[config.mk]
export PLATFORM = sky130hd
export DESIGN_NAME = align_job_scheduler
export DESIGN_NICKNAME = d
export VERILOG_FILES = /design/src/rtl/align_job_scheduler_pkg.sv /design/src/rtl/align_job_scheduler_rr_arbiter.sv /design/src/rtl/align_job_scheduler.sv
export SDC_FILE = /design/constraint.sdc
export NUM_CORES = 1
export LEC_CHECK = 0
export ABC_AREA = 0
export CORE_AREA = 2 2 219 221
export CTS_CLUSTER_DIAMETER = 60
export CTS_CLUSTER_SIZE = 16
export DETAILED_ROUTE_END_ITERATION = 8
export DIE_AREA = 0 0 221 223
export PLACE_DENSITY = 0.66
export SYNTH_ARGS = -nofsm -noshare
export SYNTH_HDL_FRONTEND = slang
export SYNTH_SLANG_ARGS = --single-unit
[constraint.sdc]
create_clock -name clk -period 3.1 [get_ports clk]
set_input_delay 0.62 -clock clk [delete_from_list [all_inputs] [get_ports clk]]
set_output_delay 0.62 -clock clk [all_outputs]
set_load 0.02 [all_outputs]
[src/rtl/align_job_scheduler_pkg.sv]
// Shared types and sizing for the alignment job scheduler.
// Optional watchdog is enabled by defining ALIGN_SCHED_WDOG_EN.
package align_job_scheduler_pkg;

  localparam int unsigned NUM_REQ     = 4;
  localparam int unsigned REQ_ID_W    = $clog2(NUM_REQ);
  localparam int unsigned SEQ_BITS    = 64;
  localparam int unsigned CHUNK_W     = 8;
  localparam int unsigned NUM_CHUNKS  = SEQ_BITS / CHUNK_W;
  localparam int unsigned CHUNK_CNT_W = $clog2(NUM_CHUNKS);
  localparam int unsigned ROW_W       = 5;
  localparam int unsigned COL_W       = 5;
  localparam int unsigned WDOG_CYCLES = 256;
  localparam int unsigned WDOG_W      = $clog2(WDOG_CYCLES);

  typedef enum logic [2:0] {
    S_IDLE,
    S_START,
    S_LOAD,
    S_CALC,
    S_TRACE
  } sched_state_e;

  typedef struct packed {
    logic [REQ_ID_W-1:0] id;
    logic [ROW_W-1:0]    row;
    logic [COL_W-1:0]    col;
    logic                last;
    logic                error;
  } rsp_beat_t;

  // Round-robin pointer advance: the requester after the winner gets first look next time.
  function automatic logic [REQ_ID_W-1:0] next_ptr(input logic [REQ_ID_W-1:0] id);
    return REQ_ID_W'((32'(id) + 32'd1) % NUM_REQ);
  endfunction

endpackage

[src/rtl/align_job_scheduler_rr_arbiter.sv]
// Combinational round-robin pick: first requester at or after ptr_i wins.
module align_job_scheduler_rr_arbiter
  import align_job_scheduler_pkg::*;
(
  input  logic [NUM_REQ-1:0]  req_i,
  input  logic [REQ_ID_W-1:0] ptr_i,
  output logic [NUM_REQ-1:0]  grant_c,
  output logic [REQ_ID_W-1:0] id_c,
  output logic                any_c
);

  logic [REQ_ID_W-1:0] idx;

  always_comb begin
    grant_c = '0;
    id_c    = '0;
    any_c   = 1'b0;
    idx     = '0;
    for (int unsigned i = 0; i < NUM_REQ; i++) begin
      idx = REQ_ID_W'((32'(ptr_i) + i) % NUM_REQ);
      if (!any_c && req_i[idx]) begin
        any_c        = 1'b1;
        grant_c[idx] = 1'b1;
        id_c         = idx;
      end
    end
  end

endmodule

[src/rtl/align_job_scheduler.sv]
// Shares one alignment accelerator between NUM_REQ requesters and tags traceback beats with the owner.
// Define ALIGN_SCHED_WDOG_EN to add a watchdog that aborts a stuck job with rsp_error.
module align_job_scheduler
  import align_job_scheduler_pkg::*;
(
  input  logic                         clk,
  input  logic                         rst_n,
  input  logic [NUM_REQ-1:0]           req_valid,
  input  logic [NUM_REQ*SEQ_BITS-1:0]  req_query,
  input  logic [NUM_REQ*SEQ_BITS-1:0]  req_db,
  output logic [NUM_REQ-1:0]           req_grant,
  input  logic                         accel_ready,
  output logic                         accel_start,
  output logic [CHUNK_W-1:0]           accel_q_chunk,
  output logic [CHUNK_W-1:0]           accel_d_chunk,
  input  logic                         accel_out_vld,
  input  logic [ROW_W-1:0]             accel_row,
  input  logic [COL_W-1:0]             accel_col,
  input  logic                         accel_finished,
  output logic                         rsp_valid,
  output logic [REQ_ID_W-1:0]          rsp_id,
  output logic [ROW_W-1:0]             rsp_row,
  output logic [COL_W-1:0]             rsp_col,
  output logic                         rsp_last,
  output logic                         rsp_error,
  output logic                         busy
);

  sched_state_e             state_q;
  logic [REQ_ID_W-1:0]      ptr_q;
  logic [REQ_ID_W-1:0]      owner_q;
  logic [SEQ_BITS-1:0]      q_lat_q;
  logic [SEQ_BITS-1:0]      d_lat_q;
  logic [CHUNK_CNT_W-1:0]   cnt_q;
  logic [NUM_REQ-1:0]       grant_q;
  logic                     start_q;
  logic [CHUNK_W-1:0]       q_chunk_q;
  logic [CHUNK_W-1:0]       d_chunk_q;
  logic                     rsp_valid_q;
  rsp_beat_t                rsp_q;
  logic                     busy_q;
`ifdef ALIGN_SCHED_WDOG_EN
  logic [WDOG_W-1:0]        wdog_q;
`endif

  logic [SEQ_BITS-1:0]      query_arr [NUM_REQ];
  logic [SEQ_BITS-1:0]      db_arr    [NUM_REQ];
  logic [NUM_REQ-1:0]       arb_grant;
  logic [REQ_ID_W-1:0]      arb_id;
  logic                     arb_any;

  for (genvar g = 0; g < NUM_REQ; g++) begin : g_unpack
    assign query_arr[g] = req_query[g*SEQ_BITS +: SEQ_BITS];
    assign db_arr[g]    = req_db[g*SEQ_BITS +: SEQ_BITS];
  end

  align_job_scheduler_rr_arbiter u_arb (
    .req_i   (req_valid),
    .ptr_i   (ptr_q),
    .grant_c (arb_grant),
    .id_c    (arb_id),
    .any_c   (arb_any)
  );

  // Job FSM; sequence latches shift right so chunk 0 is always the low byte.
  always_ff @(posedge clk or negedge rst_n) begin
    if (!rst_n) begin
      state_q     <= S_IDLE;
      ptr_q       <= '0;
      owner_q     <= '0;
      q_lat_q     <= '0;
      d_lat_q     <= '0;
      cnt_q       <= '0;
      grant_q     <= '0;
      start_q     <= 1'b0;
      q_chunk_q   <= '0;
      d_chunk_q   <= '0;
      rsp_valid_q <= 1'b0;
      rsp_q       <= '0;
      busy_q      <= 1'b0;
`ifdef ALIGN_SCHED_WDOG_EN
      wdog_q      <= '0;
`endif
    end else begin
      grant_q     <= '0;
      start_q     <= 1'b0;
      q_chunk_q   <= '0;
      d_chunk_q   <= '0;
      rsp_valid_q <= 1'b0;
      rsp_q       <= '0;
`ifdef ALIGN_SCHED_WDOG_EN
      if (state_q inside {S_LOAD, S_CALC, S_TRACE}) wdog_q <= wdog_q + WDOG_W'(1);
`endif
      case (state_q)
        S_IDLE: begin
          if (arb_any) begin
            grant_q <= arb_grant;
            owner_q <= arb_id;
            q_lat_q <= query_arr[arb_id];
            d_lat_q <= db_arr[arb_id];
            ptr_q   <= next_ptr(arb_id);
            busy_q  <= 1'b1;
            state_q <= S_START;
          end
        end
        S_START: begin
          if (accel_ready) begin
            start_q <= 1'b1;
            cnt_q   <= '0;
`ifdef ALIGN_SCHED_WDOG_EN
            wdog_q  <= '0;
`endif
            state_q <= S_LOAD;
          end
        end
        S_LOAD: begin
          q_chunk_q <= q_lat_q[CHUNK_W-1:0];
          d_chunk_q <= d_lat_q[CHUNK_W-1:0];
          q_lat_q   <= q_lat_q >> CHUNK_W;
          d_lat_q   <= d_lat_q >> CHUNK_W;
          cnt_q     <= cnt_q + CHUNK_CNT_W'(1);
          if (cnt_q == CHUNK_CNT_W'(NUM_CHUNKS - 1)) state_q <= S_CALC;
        end
        S_CALC, S_TRACE: begin
          // A bare finished still closes the job, with zeroed coordinates.
          if (accel_finished) begin
            rsp_valid_q <= 1'b1;
            rsp_q <= '{id: owner_q,
                       row: accel_out_vld ? accel_row : '0,
                       col: accel_out_vld ? accel_col : '0,
                       last: 1'b1, error: 1'b0};
            busy_q  <= 1'b0;
            state_q <= S_IDLE;
          end
`ifdef ALIGN_SCHED_WDOG_EN
          else if (wdog_q == WDOG_W'(WDOG_CYCLES - 1)) begin
            rsp_valid_q <= 1'b1;
            rsp_q <= '{id: owner_q, row: '0, col: '0, last: 1'b1, error: 1'b1};
            busy_q  <= 1'b0;
            state_q <= S_IDLE;
          end
`endif
          else if (accel_out_vld) begin
            rsp_valid_q <= 1'b1;
            rsp_q <= '{id: owner_q, row: accel_row, col: accel_col,
                       last: 1'b0, error: 1'b0};
            state_q <= S_TRACE;
          end
        end
        default: begin
          busy_q  <= 1'b0;
          state_q <= S_IDLE;
        end
      endcase
    end
  end

  assign req_grant     = grant_q;
  assign accel_start   = start_q;
  assign accel_q_chunk = q_chunk_q;
  assign accel_d_chunk = d_chunk_q;
  assign rsp_valid     = rsp_valid_q;
  assign rsp_id        = rsp_q.id;
  assign rsp_row       = rsp_q.row;
  assign rsp_col       = rsp_q.col;
  assign rsp_last      = rsp_q.last;
  assign rsp_error     = rsp_q.error;
  assign busy          = busy_q;

endmodule

==> results of run 1 <==
==> logic make-up (layout without fill, tap and decap cells) <==
group	Yosys count	in the layout	synth area share
compound gates	306	306	0.190
flops	174	174	0.383
simple gates	226	226	0.115
mux	246	246	0.222
fa+ha+maj	9	9	0.00992
buf+inv	119	688	0.0795
other cells	1	1	0.000330
==> registers in the layout, indices dropped and copies added (netlist names) <==
register	cells
ptr_q	2
state_q	3
owner_q	2
cnt_q	3
req_grant	4
q_lat_q	64
rsp_col	5
rsp_last	1
accel_q_chunk	8
d_lat_q	64
rsp_row	5
accel_d_chunk	8
accel_start	1
rsp_id	2
busy	1
rsp_valid	1
==> critical path: cells and delay by family <==
kind            cells  cell delay (ns)
buf+inv             3             0.92
compound gates      2             0.41
simple gates        2             0.31
mux                 2             0.79
==> per-stage QoR <==
| step | utilization | worst slack [ns] | setup TNS (ns) | total power, mW | area (µm²) |
|---|---|---|---|---|---|
| global route | 0.390 | 0.193 | 0 | 18.8 | 18400 |
| global placement | 0.378 | -0.107 | -0.959 | 15.3 | 17800 |
| finish | 0.390 | 0.313 | 0 | 17.6 | 18400 |
| detailed placement | 0.378 | -0.119 | -3.71 | 15.5 | 17800 |
| CTS | 0.390 | 0.347 | 0 | 17.7 | 18400 |
| floorplan | - | 0.127 | 0 | 12.3 | 11400 |
==> area by class of cell <==
cell class / count / area (µm²)
Tap cell: 615 / 769
Inverter: 5 / 18.8
Clock inverter: 15 / 151
Multi-Input combinational cell: 788 / 6130
Sequential cell: 174 / 4350
Fill cell: 4662 / 28800
Timing Repair Buffer: 651 / 6530
Clock buffer: 17 / 425
==> per-layer routing <==
layer | part of all wire | up-vias
li1 | - | 5261
met1 | 0.41 | 5410
met2 | 0.51 | 488
met3 | 0.065 | 52
met4 | 0.019 | 4
met5 | 0.00066 | -
==> worst paths after layout <==
kind                                        start                          to  slack, ns  cells after the start
min in group clk           q_lat_q[3]$_DFFE_PN0P_  accel_q_chunk[3]$_DFF_PN0_       0.47                      1
hold reg to reg            q_lat_q[3]$_DFFE_PN0P_  accel_q_chunk[3]$_DFF_PN0_       0.47                      1
setup reg to reg             ptr_q[1]$_DFFE_PN0P_     q_lat_q[49]$_DFFE_PN0P_       0.35                     10
hold / removal                              rst_n     q_lat_q[17]$_DFFE_PN0P_       0.08                      1
setup / recovery                     req_valid[1]     q_lat_q[26]$_DFFE_PN0P_       0.31                      9
max in group asynchronous                   rst_n     d_lat_q[36]$_DFFE_PN0P_       2.23                      2
==> report_power, final <==
part	leakage, nW	switching [mW]	internal, mW
clock network	0.268	1.09	1.07
registers	2.20	0.698	3.34
logic	5.88	5.83	5.56
total	8.35	7.61	9.96
==> placed cells by master (no fill, tap or decap), drive strengths merged, types with 3 or more instances in the layout <==
master / Yosys / layout
nand3: 18 / 18
o21ai: 23 / 23
a21oi: 116 / 116
dfrtp: 174 / 174
mux2i: 241 / 241
nand2: 25 / 25
o221ai: 112 / 112
nor2b: 4 / 4
clkdlybuf4s50: 0 / 565
clkinv: 0 / 5
clkinvlp: 0 / 4
nor2: 19 / 19
o21a: 3 / 3
a21o: 17 / 17
and3: 123 / 123
and2: 19 / 19
mux4: 4 / 4
a22oi: 4 / 4
nor3: 3 / 3
a221oi: 5 / 5
ha: 9 / 9
o211ai: 19 / 19
buf: 30 / 85
clkbuf: 79 / 18
nor3b: 3 / 3
inv: 5 / 11
==> summary.md, run 1 <==
## Outcome
- **outcome** finished clean

## Floorplan
- **die outline area** 0.0493 mm²
- **initial core utilization** 0.241
- **boundary pin count** 568
- **die height** 223 µm
- **floorplan core area** 0.0471 mm²
- **Die W** 221 µm
- **number of standard-cell rows in the floorplan** 80

## GRT
- **wire length of the first global-routing pass** 70,300 µm
- **met1 Resource Use GR** 0.224
- **antenna violations before repair** 2
- **global-route usage over all layers** 0.185
- **met3 GRT Util** 0.0439
- **number of global-route vias before repair** 12,000
- **GR Util met2** 0.327
- **most congested layer reported by global routing** met2
- **remaining global-route overflow** 0
- **pin count of the biggest net entering global routing** 114

## Yosys
- **leading area contributor after synthesis** dfrtp_1
- **Post-synth EDFFs** 0
- **Post-synth ARST share** 1.00
- **most frequent cells after synthesis** mux2i_1, dfrtp_1, and3_1
- **average cell area after synthesis** 10.5 µm²
- **count of synthesis-stage warnings from yosys** 0
- **portion of the post-synthesis area used by sequential elements** 0.383
- **Synthesized Nets** 1,621
- **dominant synthesized flop cell** dfrtp_1
- **cells after synthesis** 1,081
- **cells taking the most area after synthesis** dfrtp_1, mux2i_1, o221ai_1, and3_1, a21oi_1
- **post-synthesis sequential element count** 174
- **unique cell type count in the Yosys netlist** 52
- **Synth Cell Area** 0.0114 mm²
- **Synth top area share** 0.383
- **most common cell in the synthesized netlist** mux2i_1

## Layout
- **Area growth, synth to finish** 61.8%
- **count of antenna diodes in the layout** 0
- **ratio of cells with drive above 1 in the final layout** 0.0873
- **Final Instance Count excl. Fillers** 2,265
- **Final Net Count** 2,177

## Route
- **routed len/inst** 20.7 µm
- **TritonRoute pass-1 iters** 5
- **first-iteration detailed-routing DRC count** 648
- **routed vias/inst** 4.95
- **via count** 11,200
- **post-detailed-route DRC marker count** 0
- **total detailed-routing wirelength** 46,800 µm
- **Routed Antenna Nets** 0

## Clock tree
- **Max Buffers Root-to-Sink** 2
- **number of clock sinks** 174
- **insertion delay to the later sink of the worst-skew pair** 0.45 ns
- **quantity of hold-fixing buffers added after cts** 0
- **Root Buffer Master** clkbuf_16
- **clock slew seen by the registers of the worst setup and hold paths** 0.07 ns
- **TritonCTS clock tree** built
- **post-cts sizing count** 0
- **H-tree levels** 4
- **Post-CTS Repair Setup Buffers** 0
- **cts bufs inserted** 17

## Placed design
- **# placed instances** 2,233
- **Post-DP HPWL** 36,900 µm
- **routability-driven placement congestion ratio** 0.867
- **port bufs** 566

## Hold path
- **worst hold path class** in2async

## Flow run
- **# Max-Cap Violations** 0

## Timing
- **Max Clock Freq** 359 MHz
- **Hold Worst Slack** 0.0803 ns
- **max_slew headroom** 0.160
- **unrepaired setup endpoints after global routing** false
- **actual transition at the worst max-transition pin** 1.26 ns
- **minimum clock period** 2.79 ns
- **final hold violations** 0
- **clk_skew** 0.0175 ns
- **ratio of final minimum period to clock period** 0.899
- **setup violation total in the final timing report** 0
- **number of max-slew violations in the final report** 0

## Power and ir drop
- **power density normalized to cell area** 956 mW/mm²
- **leakage power figure** 8.35 nW
- **peak ir drop on the vdd network** 502 µV

## Critical path
- **worst-path maximum fanout** 25
- **arrival time of data at the critical path endpoint** 3.10 ns
- **CP Cell Sequence** clkdlybuf4s50_1, mux4_2, nor2b_1, o21a_1, nor2_8, buf_12, buf_4, mux2i_1, o221ai_1
- **CP max-delay cell** mux4_2
- **critical path required time** 3.41 ns
- **stage delay of the slowest cell on the critical path** 0.52 ns
- **kind of end point of the critical path** register
- **critical path startpoint category** input port
- **classification of the worst setup path** in2reg

Note: power is estimated with default switching activity, not from simulation.
==> run 2, diff against run 1 <==
--- a/config.mk
+++ b/config.mk
@@ -6,12 +6,16 @@
 export NUM_CORES = 1
 export LEC_CHECK = 0
 export ABC_AREA = 0
-export CORE_AREA = 2 2 219 221
+export CELL_PAD_IN_SITES_DETAIL_PLACEMENT = 1
+export CELL_PAD_IN_SITES_GLOBAL_PLACEMENT = 1
+export CORE_AREA = 2 2 221 223
 export CTS_CLUSTER_DIAMETER = 60
 export CTS_CLUSTER_SIZE = 16
 export DETAILED_ROUTE_END_ITERATION = 8
-export DIE_AREA = 0 0 221 223
-export PLACE_DENSITY = 0.66
+export DIE_AREA = 0 0 223 225
+export PLACE_DENSITY = 0.81
+export SETUP_SLACK_MARGIN = 0.1
 export SYNTH_ARGS = -nofsm -noshare
 export SYNTH_HDL_FRONTEND = slang
 export SYNTH_SLANG_ARGS = --single-unit
+export TNS_END_PERCENT = 5
==> run 2 against run 1 <==
Net effect:
- clock power increased by 9.3%
- sequential share of layout area decreased by 0.066 points
- setup slack got worse by 0.13 ns
==> summary.md, run 2 (synthesized netlist as in run 1, its figures left out) <==
## Route
- **post-detailed-route DRC marker count** 0, unchanged
- **TritonRoute pass-1 iters** 5, unchanged
- **via count** 11,600, was 11,200
- **routed vias/inst** 5.10, was 4.95
- **total detailed-routing wirelength** 53,300 µm, was 46,800 µm
- **Routed Antenna Nets** 0, unchanged
- **metal1 wirelength** 20,600 µm, was 19,000 µm
- **met3 WL** 3290 µm, was 3040 µm
- **Met2 Wirelength** 28,200 µm, was 23,800 µm
- **Top Layer Used** met5, unchanged
- **routed len/inst** 23.5 µm, was 20.7 µm
- **first-iteration detailed-routing DRC count** 478, was 648

## Power and ir drop
- **internal cell power** 10.3 mW, was 9.96 mW
- **sequential cell fraction of total power** 0.226, was 0.230
- **leakage power figure** 8.37 nW, was 8.35 nW
- **power spent charging and discharging nets** 7.86 mW, was 7.61 mW
- **Gate power share** 0.644, was 0.648
- **Clock power frac** 0.130, was 0.122
- **power density normalized to cell area** 984 mW/mm², was 956 mW/mm²
- **peak ir drop on the vdd network** 537 µV, was 502 µV
- **share of total power consumed by net switching** 0.434, was 0.433
- **total power consumption of the routed design** 18.1 mW, was 17.6 mW

## Outcome
- **outcome** finished clean, unchanged

## GRT
- **antenna violations before repair** 4, was 2
- **global-route usage over all layers** 0.208, was 0.185
- **number of global-route vias before repair** 12,700, was 12,000
- **pin count of the biggest net entering global routing** 114, unchanged
- **wire length of the first global-routing pass** 78,200 µm, was 70,300 µm
- **remaining global-route overflow** 0, unchanged

## Clock tree
- **cts bufs inserted** 17, unchanged
- **insertion delay to the later sink of the worst-skew pair** 0.46 ns, was 0.45 ns
- **clock slew seen by the registers of the worst setup and hold paths** 0.07 ns, about the same
- **TritonCTS clock tree** built, unchanged
- **Root Buffer Master** clkbuf_16, unchanged
- **quantity of hold-fixing buffers added after cts** 0, unchanged
- **H-tree levels** 4, unchanged
- **Max Buffers Root-to-Sink** 2, unchanged
- **number of clock sinks** 174, unchanged

## Placed design
- **Post-DP HPWL** 42,000 µm, was 36,900 µm
- **routability-driven placement congestion ratio** 0.829, was 0.867
- **port bufs** 566, unchanged
- **worst slack at placement** -0.332 ns, was -0.119 ns

## Floorplan
- **die outline area** 0.0502 mm², was 0.0493 mm²
- **initial core utilization** 0.239, was 0.241
- **floorplan core area** 0.0475 mm², was 0.0471 mm²
- **boundary pin count** 568, unchanged
- **die height** 225 µm, was 223 µm
- **number of standard-cell rows in the floorplan** 80, unchanged
- **Die W** 223 µm, was 221 µm

## Layout
- **commonest cells after routing, fill and taps aside** clkdlybuf4s50_1, mux2i_1, dfrtp_1, and3_1, a21oi_1, unchanged
- **Final Net Count** 2,179, was 2,177
- **combined area of the multi-input logic cells** 0.00613 mm², unchanged
- **largest registers** d_lat_q (64), q_lat_q (64), unchanged
- **register cell area after layout** 0.00435 mm², unchanged
- **ratio of cells with drive above 1 in the final layout** 0.0878, was 0.0873
- **Area growth, synth to finish** 62.3%, was 61.8%
- **most common cell after layout, fill and taps aside** clkdlybuf4s50_1, unchanged
- **fill cell instance count of the final layout** 5,304, was 4,662

## Timing
- **clk_skew** 0.00985 ns, was 0.0175 ns
- **number of max-slew violations in the final report** 0, unchanged
- **minimum clock period** 2.92 ns, was 2.79 ns
- **ratio of final minimum period to clock period** 0.941, was 0.899
- **Max Clock Freq** 343 MHz, was 359 MHz
- **max_slew headroom** 0.156, was 0.160
- **actual transition at the worst max-transition pin** 1.27 ns, was 1.26 ns
- **Final Worst Setup Slack** 0.184 ns, was 0.313 ns
- **setup violation total in the final timing report** 0, unchanged
- **Sum Neg Setup Slack** 0 ns, unchanged
- **final hold violations** 0, unchanged
- **unrepaired setup endpoints after global routing** true, was false

## Critical path
- **worst setup path start** ptr_q[0]$_DFFE_PN0P_, was req_valid[1]
- **CP max-delay cell** mux4_2, unchanged
- **r2r startpoint** ptr_q[0]$_DFFE_PN0P_, was ptr_q[1]$_DFFE_PN0P_
- **stage delay of the slowest cell on the critical path** 0.53 ns, was 0.52 ns
- **arrival time of data at the critical path endpoint** 3.24 ns, was 3.10 ns
- **worst-path maximum fanout** 35, was 25
- **Worst path most repeated cell** buf_12
- **classification of the worst setup path** reg2reg, was in2reg
- **critical path required time** 3.42 ns, was 3.41 ns
- **critical path startpoint category** register, was input port
- **kind of end point of the critical path** register, unchanged
- **CP Cell Sequence** buf_4, mux4_2, nor2b_1, o21a_1, nor2_8, buf_12, buf_12, mux2i_1, o221ai_1, was clkdlybuf4s50_1, mux4_2, nor2b_1, o21a_1, nor2_8, buf_12, buf_4, mux2i_1, o221ai_1

## Flow run
- **# Max-Cap Violations** 0, unchanged

## Hold path
- **worst hold path class** in2async, unchanged

[run 2: changes by cell type in the layout (fill, tap and decap cells not counted), moves of 2 or more]
cell and delta:
inv_6 -3, clkbuf_8 +2, diode_2 +2, clkinv_8 -3
buf_4 +2, bufinv_16 +3
[run 2: cell type report]
cell class / instances / area share
Antenna cell: 2 / 0.000272
Clock inverter: 12 / 0.00869
Clock buffer: 20 / 0.0248
Multi-Input combinational cell: 788 / 0.332
Tap cell: 615 / 0.0418
Sequential cell: 174 / 0.236
Inverter: 5 / 0.00102
Timing Repair Buffer: 653 / 0.355
[run 2: what timing repair did]
action / in CTS / in global routing
resized for setup: 0 / 1
endpoints found under the hold margin: 0 / 0
buffers inserted: 0 / 0
setup endpoints to repair: 0 / 13
[run 2: path summary, 6_finish.rpt]
path | endpoint | cells past startpoint | slack, ns
hold / removal | q_lat_q[12]$_DFFE_PN0P_ | 1 | 0.11
min in group clk | accel_d_chunk[3]$_DFF_PN0_ | 1 | 0.49
hold reg to reg | accel_d_chunk[3]$_DFF_PN0_ | 1 | 0.49
max in group asynchronous | q_lat_q[62]$_DFFE_PN0P_ | 2 | 2.17
setup / recovery | q_lat_q[53]$_DFFE_PN0P_ | 9 | 0.18
setup reg to reg | q_lat_q[53]$_DFFE_PN0P_ | 9 | 0.18
[run 2: worst max-delay path, delay by kind of cell, from the launching register on]
family / cells / cell delay, ns
buffers and inverters: 3 / 0.66
DFF: 1 / 0.47
and+or+nand+nor: 2 / 0.33
AOI/OAI and AO/OA: 2 / 0.42
muxes: 2 / 0.79
[run 2: metrics by stage]
step,hold slack (ns),cells,utilization,area [µm²]
3_5_place_dp,0.464,2235,0.374,17800
6_report,0.115,2269,0.388,18400
4_1_cts,0.0885,2267,0.387,18400
3_3_place_gp,0.452,2235,0.374,17800
5_1_grt,0.119,2267,0.388,18400
2_1_floorplan,0.324,1081,-,11400
[run 2: routing by layer]
layer | vias up | GRT usage
met1 | 5751 | 0.235
met3 | 58 | 0.0490
met5 | - | 0
li1 | 5275 | -
met4 | 4 | 0.0647
met2 | 493 | 0.386
[run 2: power groups by stage]
stage               Sequential, mW  Combinational (mW)  Clock [mW]
floorplan                     3.85                8.41           0
global placement              4.10                11.3           0
detailed placement            4.13                11.7           0
CTS                           4.10                11.8        2.43
global route                  4.19                12.6        2.51
finish                        4.10                11.7        2.35
